==> config.mk <==
export PLATFORM = sky130hd
export DESIGN_NAME = blinkled_pio_out_flat
export DESIGN_NICKNAME = d
export VERILOG_FILES = /design/src/rtl/blinkled_pio_out_if.sv /design/src/rtl/blinkled_pio_out.sv /design/src/flat_wrapper.sv
export SDC_FILE = /design/constraint.sdc
export NUM_CORES = 1
export LEC_CHECK = 0
export CORE_MARGIN = 1.5
export CORE_UTILIZATION = 54
export DETAILED_ROUTE_END_ITERATION = 6
export HOLD_SLACK_MARGIN = 0.08
export MAX_ROUTING_LAYER = met4
export PLACE_DENSITY = 0.89
export SLEW_MARGIN = 30
export SYNTH_ARGS = -nofsm -noshare
export SYNTH_HDL_FRONTEND = slang
export SYNTH_SLANG_ARGS = --single-unit
==> constraint.sdc <==
create_clock -name clk -period 4.88 [get_ports clk]
set_input_delay 1.464 -clock clk [delete_from_list [all_inputs] [get_ports clk]]
set_output_delay 1.464 -clock clk [all_outputs]
set_load 0.02 [all_outputs]
==> src/rtl/blinkled_pio_out_if.sv <==
// Avalon-MM slave bus for the blinking LED PIO.
// Writes complete on the edge where chipselect && !write_n; readdata is registered (1-cycle latency).
interface blinkled_pio_out_if;
  logic [2:0]  address;
  logic        chipselect;
  logic        write_n;
  logic [31:0] writedata;
  logic [31:0] readdata;

  modport master (
    output address,
    output chipselect,
    output write_n,
    output writedata,
    input  readdata
  );

  modport slave (
    input  address,
    input  chipselect,
    input  write_n,
    input  writedata,
    output readdata
  );
endinterface

==> src/rtl/blinkled_pio_out.sv <==
// Avalon-MM output PIO for board LEDs with per-bit hardware blinking
// driven by a programmable half-period counter and a wrap interrupt.
module blinkled_pio_out #(
  parameter int unsigned WIDTH        = 8,
  parameter int unsigned PERIOD_W     = 24,
  parameter logic [31:0] RESET_PERIOD = 32'd4999999,
  parameter logic [31:0] RESET_DATA   = 32'd0
) (
  input  logic                 clk,
  input  logic                 reset_n,
  blinkled_pio_out_if.slave    bus,
  output logic [WIDTH-1:0]     out_port,
  output logic                 irq
);
  localparam logic [2:0] A_DATA     = 3'd0;
  localparam logic [2:0] A_BLINK    = 3'd1;
  localparam logic [2:0] A_PERIOD   = 3'd2;
  localparam logic [2:0] A_CONTROL  = 3'd3;
  localparam logic [2:0] A_STATUS   = 3'd4;
  localparam logic [2:0] A_OUTSET   = 3'd5;
  localparam logic [2:0] A_OUTCLEAR = 3'd6;
  localparam logic [2:0] A_OUTPUT   = 3'd7;

  logic [WIDTH-1:0]    data;
  logic [WIDTH-1:0]    blink_en;
  logic [PERIOD_W-1:0] period;
  logic [PERIOD_W-1:0] counter;
  logic                run;
  logic                irq_en;
  logic                wrap_flag;
  logic                phase;

  logic                wr;
  logic [WIDTH-1:0]    wd;
  logic                period_wr;
  logic                run_clear;
  logic                active;
  logic                wrap;
  logic [31:0]         rd_mux;
  logic                unused_wdata;

  assign wr           = bus.chipselect & ~bus.write_n;
  assign wd           = bus.writedata[WIDTH-1:0];
  assign unused_wdata = ^{bus.writedata, 1'b0};
  assign period_wr    = wr && (bus.address == A_PERIOD);
  // Clearing run in the same cycle as a wrap must suppress the wrap entirely.
  assign run_clear    = wr && (bus.address == A_CONTROL) && !bus.writedata[0];
  assign active       = run && !run_clear;
  assign wrap         = active && !period_wr && (counter >= period);
  assign irq          = wrap_flag & irq_en;

  always_comb begin
    rd_mux = '0;
    case (bus.address)
      A_DATA:    rd_mux[WIDTH-1:0]    = data;
      A_BLINK:   rd_mux[WIDTH-1:0]    = blink_en;
      A_PERIOD:  rd_mux[PERIOD_W-1:0] = period;
      A_CONTROL: rd_mux[1:0]          = {irq_en, run};
      A_STATUS:  rd_mux[1:0]          = {phase, wrap_flag};
      A_OUTPUT:  rd_mux[WIDTH-1:0]    = out_port;
      default:   rd_mux               = '0;
    endcase
  end

  always_ff @(posedge clk or negedge reset_n) begin
    if (!reset_n) begin
      data         <= RESET_DATA[WIDTH-1:0];
      blink_en     <= '0;
      period       <= RESET_PERIOD[PERIOD_W-1:0];
      counter      <= '0;
      run          <= 1'b0;
      irq_en       <= 1'b0;
      wrap_flag    <= 1'b0;
      phase        <= 1'b0;
      out_port     <= RESET_DATA[WIDTH-1:0];
      bus.readdata <= '0;
    end else begin
      if (wr) begin
        case (bus.address)
          A_DATA:     data     <= wd;
          A_BLINK:    blink_en <= wd;
          A_PERIOD:   period   <= bus.writedata[PERIOD_W-1:0];
          A_CONTROL: begin
            run    <= bus.writedata[0];
            irq_en <= bus.writedata[1];
          end
          A_OUTSET:   data     <= data | wd;
          A_OUTCLEAR: data     <= data & ~wd;
          default: ;
        endcase
      end

      // >= rather than == so a shrinking PERIOD never lets the counter run away.
      if (!active) begin
        counter <= '0;
        phase   <= 1'b0;
      end else if (period_wr) begin
        counter <= '0;
      end else if (counter >= period) begin
        counter <= '0;
        phase   <= ~phase;
      end else begin
        counter <= counter + PERIOD_W'(1);
      end

      if (wrap)
        wrap_flag <= 1'b1;
      else if (wr && (bus.address == A_STATUS))
        wrap_flag <= 1'b0;

      out_port     <= data ^ (blink_en & {WIDTH{phase}});
      bus.readdata <= rd_mux;
    end
  end
endmodule

==> src/flat_wrapper.sv <==
// flat-port wrapper written by rule: the top's interface ports become plain ports
module blinkled_pio_out_flat 
#(
  parameter int unsigned WIDTH        = 8,
  parameter int unsigned PERIOD_W     = 24,
  parameter logic [31:0] RESET_PERIOD = 32'd4999999,
  parameter logic [31:0] RESET_DATA   = 32'd0
)
  (clk, reset_n, out_port, irq, bus_address, bus_chipselect, bus_write_n, bus_writedata, bus_readdata);
  blinkled_pio_out_if bus_i ();
  input  logic clk;
  input  logic reset_n;
  output logic [WIDTH-1:0] out_port;
  output logic irq;
  input wire logic [$bits(bus_i.address)-1:0] bus_address;
  input wire logic [$bits(bus_i.chipselect)-1:0] bus_chipselect;
  input wire logic [$bits(bus_i.write_n)-1:0] bus_write_n;
  input wire logic [$bits(bus_i.writedata)-1:0] bus_writedata;
  output wire logic [$bits(bus_i.readdata)-1:0] bus_readdata;
  assign bus_i.address = bus_address;
  assign bus_i.chipselect = bus_chipselect;
  assign bus_i.write_n = bus_write_n;
  assign bus_i.writedata = bus_writedata;
  assign bus_readdata = bus_i.readdata;
  blinkled_pio_out #(.WIDTH(WIDTH), .PERIOD_W(PERIOD_W), .RESET_PERIOD(RESET_PERIOD), .RESET_DATA(RESET_DATA)) u_core (.clk(clk), .reset_n(reset_n), .bus(bus_i), .out_port(out_port), .irq(irq));
endmodule
==> out/results.ini, run 1 <==
[run_status]
status = complete, but fails checks
violations = DRC

[final_layout]
area_growth_pct = 17.9
nets = 616
design_area_um2 = 5870
drive_gt1_share_pct = 10.4
num_antenna_cells = 0
final_cell_mix = dfrtp_1 (87), nand2_1 (65), clkdlybuf4s50_1 (62), nor2_1 (36), o21ai_0 (30)
layout_commonest_cell = dfrtp_1
final_core_util_pct = 66.6

[route]
wl_um = 11700
viasPerCell = 5.96
via_count = 3964
drtPass1Iterations = 7
dr.first_iter.drc_count = 272
post-route-drc-count = 7
avgRoutedWirePerCell_um = 17.6
drtAntennaViolNets = 0

[power_and_ir_drop]
power_density_nw_per_um2 = 333
ir_worst_vdd_uv = 193
p_leak_uw = 0.00264

[sta]
tns_ns = 0
min_period_ns = 3.65
finalMaxSlewViolations = 0
grt_setup_unrepaired = false
hold_viol = 0
setup_viol = 0
max_freq_ghz = 0.274
relSlewSlack_pct = 36.2
worst_slew_pin_slew_ns = 0.954
final.period_utilization_pct = 74.9
finClkSkew_ns = 0.00860
setup_ws_ns = 1.23

[die]
dieArea_um2 = 9800
die_h_um = 99.0
initial_utilization_pct = 56.5
dieWidth_um = 99.0
ios = 80
fp-row-count = 34
core_area_um2 = 8810

[cts]
cts_tree = done
path_clk_slew_ns = 0.09
clk_path_buf_depth = 2
ctsHoldBuffers = 0
clkSinkCount = 100
clock_latency_ns = 0.37
cts_resized = 0
cts_root_buf = clkbuf_8
htree_levels = 3
post_cts_buffers = 0
cts_buffers = 9

[worst_setup_path]
reg2reg_depth = 8
critPathKind = input port to register
reg2reg_slack_ns = 1.96
endpoint_kind = register
start_kind = input port
reg2reg_from = u_core.period[19]
crit_required_ns = 5.14
worstPathArrival_ns = 3.91
crit_fanout = 26
worstReg2RegEnd = u_core.counter[4]

[synth]
yosysTopAreaCell = dfrtp_1
synth_top_area_share_pct = 43.8
synthTopCellsByArea = dfrtp_1 (44%), dfstp_2 (6.9%), ha_1 (6.3%)
syn_area_um2 = 4970
yosysSeqAreaShare_pct = 50.6
syn_inst = 495
synth.avg_cell_area_um2 = 10.0
yosys_warnings = 0
synth_seq_cells = 100
synth.distinct_cells = 50

[global_routing]
grt_pass1_vias = 3961
grt_max_degree = 74
grt_pass1_wl_um = 19200
antenna_found_initial = 0
grtUsageTotal_pct = 25.7
grt_overflow = 0

[hold_path]
holdPathEnd = u_core.bus.readdata[12]
hp-class = register to register
hp-start = u_core.period[12]
whs_path_depth = 1

[job]
cap_violations = 0

[placed_design]
gp_congestion = 0.840
io_buffers = 63
hpwlAfterDp_um = 8030
place_area_um2 = 5630
pre_cts_slack_ns = 0.900

-- logic make-up (layout without fill, tap and decap cells) --
logic type                 after synthesis  after routing  share of synthesized area, %
other                                    1              8                        0.0754
DFF                                    100            100                          50.6
AOI/OAI and AO/OA                       89             89                          11.1
and+or+nand+nor                        172            172                          16.5
buffers and inverters                   58            113                          5.74
muxes                                   20             20                          4.40
adders and majority gates               25             25                          6.29
xor gates and xnor gates                30             30                          5.28
-- worst max path at each step --
stage,startpoint,to,slack (ns),cells after the start
floorplan,bus_address[0],u_core.counter[15],2.11,8
global placement,bus_address[2],u_core.period[0],0.76,5
detailed placement,bus_address[1],u_core.blink_en[7],0.90,4
CTS,bus_address[1],u_core.blink_en[7],1.31,4
global route,bus_address[1],u_core.counter[19],1.09,5
finish,bus_address[1],u_core.blink_en[7],1.23,4
-- Yosys cell counts (all sizes together) --
cell type	count
a221oi	10
nand4bb	1
nor2	40
dfstp	13
a22oi	3
inv	28
xnor2	16
nor4	1
nand3	12
ha	25
a21oi	19
and2b	2
a31oi	1
and4	2
nor3b	1
o31ai	1
nand2	65
nand4	10
or2b	1
nor2b	3
o21ai	31
buf	13
dfrtp	87
and3	21
a21o	1
or3	2
clkbuf	16
xor2	14
mux2	15
and2	3
o2111ai	1
a22o	6
nand2b	2
clkinv	1
a211oi	1
a311oi	1
o22ai	13
mux2i	5
conb	1
a221o	1
nor3	5
or4	1
-- critical path: stages --
cell             delay [ns]
clkdlybuf4s50_1        0.83
buf_4                  0.43
nor2_1                 0.76
mux2_2                 0.42
-- sequential cells by signal, summed over array words and instances, names as in the netlist --
| signal | cells |
|---|---|
| u_core.out_port | 8 |
| u_core.wrap_flag | 1 |
| u_core.bus.readdata | 24 |
| u_core.blink_en | 8 |
| u_core.irq_en | 1 |
| u_core.phase | 1 |
| u_core.counter | 24 |
| u_core.run | 1 |
| u_core.period | 24 |
| u_core.data | 8 |
-- per-layer routing --
| metal | up-vias | part of all wire [%] | GRT usage [%] |
|---|---|---|---|
| li1 | 1813 | - | - |
| met1 | 1926 | 41 | 32.1 |
| met2 | 193 | 50 | 41.5 |
| met3 | 32 | 6.2 | 3.33 |
| met4 | 0 | 2.8 | 12.7 |
| met5 | - | 0 | - |
-- layout make-up --
| cell class | instances | area [um2] |
|---|---|---|
| timing repair buffer | 68 | 669 |
| tap | 108 | 135 |
| fill | 624 | 2940 |
| clock inverter | 5 | 83.8 |
| inverter | 29 | 109 |
| sequential | 100 | 2520 |
| multi-input combinational | 344 | 2200 |
| clock buffer | 11 | 151 |
-- per-stage QoR --
stage,std cells,total power (uW),hold slack [ns]
2_1_floorplan,502,1230,0.477
6_report,665,1950,0.514
3_5_place_dp,649,1350,0.497
4_1_cts,665,1950,0.518
5_1_grt,665,2040,0.535
3_3_place_gp,649,1330,0.487
-- power by group --
part	switching, uW	internal [uW]	leakage [uW]	total [uW]
clock	288	318	0.000112	605
sequential	60.8	936	0.00130	996
combinational	204	148	0.00123	352
No activity file was read; power rests on OpenSTA's default activity.
==> run 2: changes to the inputs <==
Clock period 4.88 ns to 3.5 ns, I/O delays scaled along.
==> run 2 against run 1 <==
  * The run still ends with DRC left
  * First-iteration DRC count grew 3.7%
  * Clock skew shrank 0.0011 ns
  * Design area grew 1.1%
  * Count of clock-buffer cells in the layout shrank 1
  * Non-clock buffer count grew 6
  * Flip-flop and latch count is the same
  * Largest cell class unchanged
==> out/results.ini, run 2 (synthesis gave the netlist of run 1 again) <==
[route]
post-route-drc-count = 7  ; unchanged
avgRoutedWirePerCell_um = 17.7  ; +0.47%
viasPerCell = 5.95  ; -0.24%
via_count = 3990  ; +0.66%
drtAntennaViolNets = 0  ; unchanged
drtPass1Iterations = 7  ; unchanged
wl_um = 11900  ; +1.4%
dr.first_iter.drc_count = 282  ; +3.7%

[final_layout]
design_area_um2 = 5930  ; +1.1%
area_growth_pct = 19.2
final_cell_mix = dfrtp_1 (87), nand2_1 (65), clkdlybuf4s50_1 (62), nor2_1 (37), o21ai_0 (30)
reg.largest.list = u_core.bus.readdata: 24 flops, u_core.counter: 24 flops, u_core.period: 24 flops
layout_commonest_cell = dfrtp_1
fill_cells = 604  ; -3.2%
nets = 622  ; +0.97%
regArea_um2 = 2520  ; unchanged
num_antenna_cells = 0  ; unchanged
drive_gt1_share_pct = 11.2  ; +0.78 points
multi_input_comb_area_um2 = 2200  ; -0.11%
final_core_util_pct = 67.3  ; +0.74 points

[worst_setup_path]
critPathKind = input port to register
crit_path_start = bus_address[2]
path_cells = clkdlybuf4s50_1 > nor2_1 > nand2_1 > o22ai_1 > a221oi_1
crit_family = simple AND/OR/NAND/NOR gates
cp_slowest_cell = nor2_1
start_kind = input port
crit_required_ns = 3.74  ; -1.40 ns
critPathBufInv = 1  ; -1
slowest_delay_ns = 0.70  ; -0.13 ns
reg2reg_from = u_core.period[2]
crit_fanout = 11  ; -58%
worstPathArrival_ns = 3.20  ; -0.71 ns
endpoint_kind = register

[sta]
tns_ns = 0  ; unchanged
holdWs_ns = 0.518  ; +0.00365 ns
grt_setup_unrepaired = false
setup_viol = 0  ; unchanged
final.period_utilization_pct = 84.6
worst_slew_pin_slew_ns = 0.773  ; -0.181 ns
min_period_ns = 2.96
max_freq_ghz = 0.338
finClkSkew_ns = 0.00749  ; -0.00111 ns
relSlewSlack_pct = 48.2  ; +12 points
hold_viol = 0  ; unchanged
finalMaxSlewViolations = 0  ; unchanged

[global_routing]
grt_max_degree = 52  ; -30%
grt_use_met3_pct = 3.76  ; +0.43 points
top_usage_layer = met2
grt_overflow = 0  ; unchanged
antenna_found_initial = 0  ; unchanged
grt_pass1_vias = 4070  ; +2.8%
use_met2_pct = 42.2  ; +0.74 points
use_met1_pct = 33.3  ; +1.3 points
grt_pass1_wl_um = 19600  ; +1.8%
grtUsageTotal_pct = 26.1  ; +0.40 points

[power_and_ir_drop]
p_switching_uw = 767  ; +39%
clkPwrFrac_pct = 31.7  ; +0.7 points
power_density_nw_per_um2 = 469  ; +41%
ir_worst_vdd_uv = 231  ; +20%
p_leak_uw = 0.00269  ; +1.7%
p_comb_share_pct = 18.2  ; +0.2 points
internal_power_uw = 2010  ; +44%
p_seq_share_pct = 50.0  ; -1.0 points
p_sw_share_pct = 27.6  ; -0.69 points

[cts]
clock_latency_ns = 0.36  ; about the same
path_clk_slew_ns = 0.09  ; about the same
clk_path_buf_depth = 2  ; unchanged
ctsHoldBuffers = 0  ; unchanged
post_cts_buffers = 0  ; unchanged
cts_root_buf = clkbuf_8
cts_tree = done
clkSinkCount = 100  ; unchanged
htree_levels = 3  ; unchanged
cts_resized = 0  ; unchanged
cts_buffers = 9  ; unchanged

[die]
core_area_um2 = 8810  ; unchanged
dieWidth_um = 99.0  ; unchanged
fp-row-count = 34  ; unchanged
dieArea_um2 = 9800  ; unchanged
die_h_um = 99.0  ; unchanged
initial_utilization_pct = 56.5  ; unchanged
ios = 80  ; unchanged

[job]
cap_violations = 0  ; unchanged

[hold_path]
hp-class = register to register
hp-start = u_core.period[20]

[placed_design]
io_buffers = 63  ; unchanged
hpwlAfterDp_um = 8220  ; +2.3%
place_area_um2 = 5680  ; +0.98%
gp_congestion = 0.855  ; +1.8%

[run_status]
violations = DRC
status = complete, but fails checks

run 2: changes by cell type in the layout (fill, tap and decap cells not counted):
| cell | delta |
|---|---|
| buf_12 | +1 |
| buf_4 | +6 |
| buf_6 | -1 |
| bufinv_16 | +1 |
| clkbuf_8 | -1 |
| clkinv_2 | +1 |
| clkinvlp_4 | -1 |
| nor2_1 | +1 |
| nor2_2 | -1 |
run 2: stage by stage:
stage,power (uW),instances,worst slack [ns]
after floorplan,1710,502,1.13
after global placement,1860,655,0.410
after detailed placement,1900,655,0.349
after CTS,2780,671,0.686
after global routing,2910,671,0.512
final,2780,671,0.539
run 2: worst paths after layout:
kind                                           end  slack, ns  cells past startpoint
setup / recovery                    u_core.data[5]       0.54                      5
setup reg to reg                u_core.counter[19]       0.87                      9
min in group asynchronous       u_core.blink_en[5]       0.70                      1
max in group asynchronous         u_core.period[4]       2.04                      2
hold reg to reg            u_core.bus.readdata[20]       0.52                      1
hold / removal             u_core.bus.readdata[20]       0.52                      1
run 2: power by group through the flow:
| stage | logic, uW | registers [uW] | clock network [uW] |
|---|---|---|---|
| 6_report | 507 | 1390 | 882 |
| 5_1_grt | 562 | 1400 | 946 |
| 4_1_cts | 504 | 1390 | 891 |
| 3_5_place_dp | 495 | 1410 | 0 |
| 3_3_place_gp | 463 | 1400 | 0 |
| 2_1_floorplan | 301 | 1410 | 0 |
run 2: layout make-up:
cell class | count | share of cell area, %
Sequential cell | 100 | 42.5
Multi-Input combinational cell | 344 | 37.0
Timing Repair Buffer | 74 | 12.2
Clock buffer | 10 | 2.32
Tap cell | 108 | 2.28
Clock inverter | 6 | 1.88
Inverter | 29 | 1.84
run 2: per-layer routing:
layer | vias up | wire length (um)
li1 | 1826 | -
met1 | 1973 | 4910
met2 | 168 | 6070
met3 | 23 | 678
met4 | 0 | 197
met5 | - | 0
==> run 3: changes to the inputs <==
Clock period 3.5 ns to 2.8 ns, I/O delays scaled along.
==> run 3 against run 2 <==
  * The run still ends with DRC left
  * Clock power up 17%
  * Count of clock-buffer cells in the layout up 1
  * Critical path type unchanged
  * Via count increased by 3.0%
  * Combinational power increased by 27%
  * Final cell count is 1.0% higher
  * Critical endpoint is now u_core.data[1]
  * Sequential power increased by 25%
  * Worst setup slack lost 0.37 ns
  * Clock skew up 0.0028 ns
  * Total power rose by 23%
  * Non-clock buffer count increased by 7
==> out/results.ini, run 3 (synthesis gave the netlist of run 1 again) <==
[die]
die_h_um = 99.0  ; unchanged
fp-row-count = 34  ; unchanged
ios = 80  ; unchanged
core_area_um2 = 8810  ; unchanged
dieArea_um2 = 9800  ; unchanged
dieWidth_um = 99.0  ; unchanged
initial_utilization_pct = 56.5  ; unchanged

[job]
cap_violations = 0  ; unchanged

[sta]
setup_viol = 0  ; unchanged
finClkSkew_ns = 0.0103  ; +0.00276 ns
setup_ws_ns = 0.165  ; -0.375 ns
max_freq_ghz = 0.379
hold_viol = 0  ; unchanged
relSlewSlack_pct = 51.6  ; +3.3 points
finalMaxSlewViolations = 0  ; unchanged
final.period_utilization_pct = 94.1
worst_slew_pin_slew_ns = 0.724  ; -0.0495 ns
min_period_ns = 2.64
grt_setup_unrepaired = false

[worst_setup_path]
crit_fanout = 10  ; -1
reg2reg_slack_ns = 0.20  ; -0.67 ns
critPathKind = input port to register
worstPathArrival_ns = 2.87  ; -0.33 ns
crit_required_ns = 3.03  ; -0.71 ns
critPathBufInv = 1  ; unchanged
slowest_delay_ns = 0.65  ; -0.05 ns
cp_slowest_cell = nor2_1
start_kind = input port
worstReg2RegEnd = u_core.counter[9]
reg2reg_depth = 9  ; unchanged
endpoint_kind = register
crit_family = simple AND/OR/NAND/NOR gates
reg2reg_from = u_core.period[2]
path_cells = clkdlybuf4s50_1 > nor2_1 > nand2_1 > o22ai_1 > a221oi_1

[route]
via_count = 4110  ; +3.0%
wl_um = 11700  ; -0.96%
dr.first_iter.drc_count = 423  ; +50%
post-route-drc-count = 6  ; -1
drtAntennaViolNets = 0  ; unchanged
avgRoutedWirePerCell_um = 17.3  ; -2.0%
viasPerCell = 6.06  ; +1.9%
drtPass1Iterations = 7  ; unchanged

[cts]
clock_latency_ns = 0.37  ; about the same
cts_root_buf = clkbuf_8
clkSinkCount = 100  ; unchanged
path_clk_slew_ns = 0.09  ; about the same
clk_path_buf_depth = 2  ; unchanged
cts_resized = 0  ; unchanged
cts_tree = done
cts_buffers = 9  ; unchanged
post_cts_buffers = 0  ; unchanged
ctsHoldBuffers = 0  ; unchanged
htree_levels = 3  ; unchanged

[final_layout]
regArea_um2 = 2520  ; unchanged
final_core_util_pct = 67.8  ; +0.47 points
multi_input_comb_area_um2 = 2200  ; unchanged
final_cell_mix = dfrtp_1 (87), nand2_1 (65), clkdlybuf4s50_1 (62), nor2_1 (37), o21ai_0 (30)
layout_commonest_cell = dfrtp_1
nets = 629  ; +1.1%
reg.largest.list = u_core.bus.readdata: 24 flops, u_core.counter: 24 flops, u_core.period: 24 flops
area_growth_pct = 20.1
num_antenna_cells = 0  ; unchanged
drive_gt1_share_pct = 12.1  ; +0.92 points
fill_cells = 606  ; +0.33%

[power_and_ir_drop]
internal_power_uw = 2440  ; +21%
ir_worst_vdd_uv = 290  ; +25%
finalPower_uw = 3410  ; +23%
p_sw_share_pct = 28.4  ; +0.80 points
p_seq_share_pct = 51.0  ; +1.0 points
p_leak_uw = 0.00271  ; +0.87%
p_comb_share_pct = 18.8  ; +0.6 points
clkPwrFrac_pct = 30.2  ; -1.5 points
power_density_nw_per_um2 = 571  ; +22%
p_switching_uw = 969  ; +26%

[global_routing]
grt_overflow = 0  ; unchanged
grt_max_degree = 39  ; -25%
use_met2_pct = 41.6  ; -0.58 points
grt_pass1_vias = 4083  ; +0.32%
use_met1_pct = 34.8  ; +1.5 points
top_usage_layer = met2
grtUsageTotal_pct = 26.4  ; +0.28 points
grt_pass1_wl_um = 19800  ; +1.1%
grt_use_met3_pct = 3.90  ; +0.14 points
antenna_found_initial = 0  ; unchanged

[placed_design]
io_buffers = 63  ; unchanged
gp_congestion = 0.869  ; +1.7%
pre_cts_slack_ns = -0.108  ; -0.457 ns
hpwlAfterDp_um = 8470  ; +3.1%

[hold_path]
hp-class = input port to asynchronous set/reset pin

[run_status]
status = complete, but fails checks
violations = DRC

-- run 3: cell types whose count changed in the layout (fill, tap and decap cells not counted), sizes merged --
cell / previous run / this run
buf: 12 / 19
clkinv: 3 / 1
bufinv: 3 / 2
clkbuf: 10 / 11
clkinvlp: 1 / 2
inv: 28 / 29
-- run 3: per-stage QoR --
step	area, um2	hold WS, ns	setup TNS, ns	cells
2_1_floorplan	5000	0.477	0	502
3_3_place_gp	5750	0.487	-0.00417	662
3_5_place_dp	5750	0.497	-0.563	662
4_1_cts	5970	0.311	0	678
5_1_grt	5970	0.303	0	678
6_report	5970	0.312	0	678
-- run 3: how the worst max path moves through the flow --
| stage | from | endpoint | slack [ns] | cells past startpoint |
|---|---|---|---|---|
| 2_1_floorplan | u_core.period[9] | u_core.counter[15] | 0.43 | 10 |
| 3_3_place_gp | bus_address[2] | u_core.data[3] | -0.004 | 6 |
| 3_5_place_dp | bus_address[1] | u_core.data[1] | -0.11 | 5 |
| 4_1_cts | u_core.period[9] | u_core.counter[20] | 0.23 | 9 |
| 6_report | bus_address[1] | u_core.data[1] | 0.16 | 5 |
| 5_1_grt | u_core.period[22] | u_core.phase | 0.006 | 8 |
-- run 3: layout make-up --
cell class	instances	share of cell area, %
multi-input cells	344	36.8
inverters	29	1.82
clock inverters	5	1.40
flip-flops and latches	100	42.2
well taps	108	2.26
clock buffers	11	2.37
repair buffers	81	13.2
-- run 3: power by group through the flow --
stage	sequential [uW]	combinational (uW)	clock [uW]
CTS	1740	639	1040
floorplan	1760	376	0
global route	1750	709	1120
detailed placement	1760	633	0
global placement	1750	597	0
finish	1740	642	1030
-- run 3: metal layers --
| layer | part of all wire (%) | vias to the layer above |
|---|---|---|
| met1 | 42 | 2045 |
| met2 | 49 | 196 |
| met4 | 2.5 | 0 |
| li1 | - | 1836 |
| met5 | 0 | - |
| met3 | 6.8 | 33 |
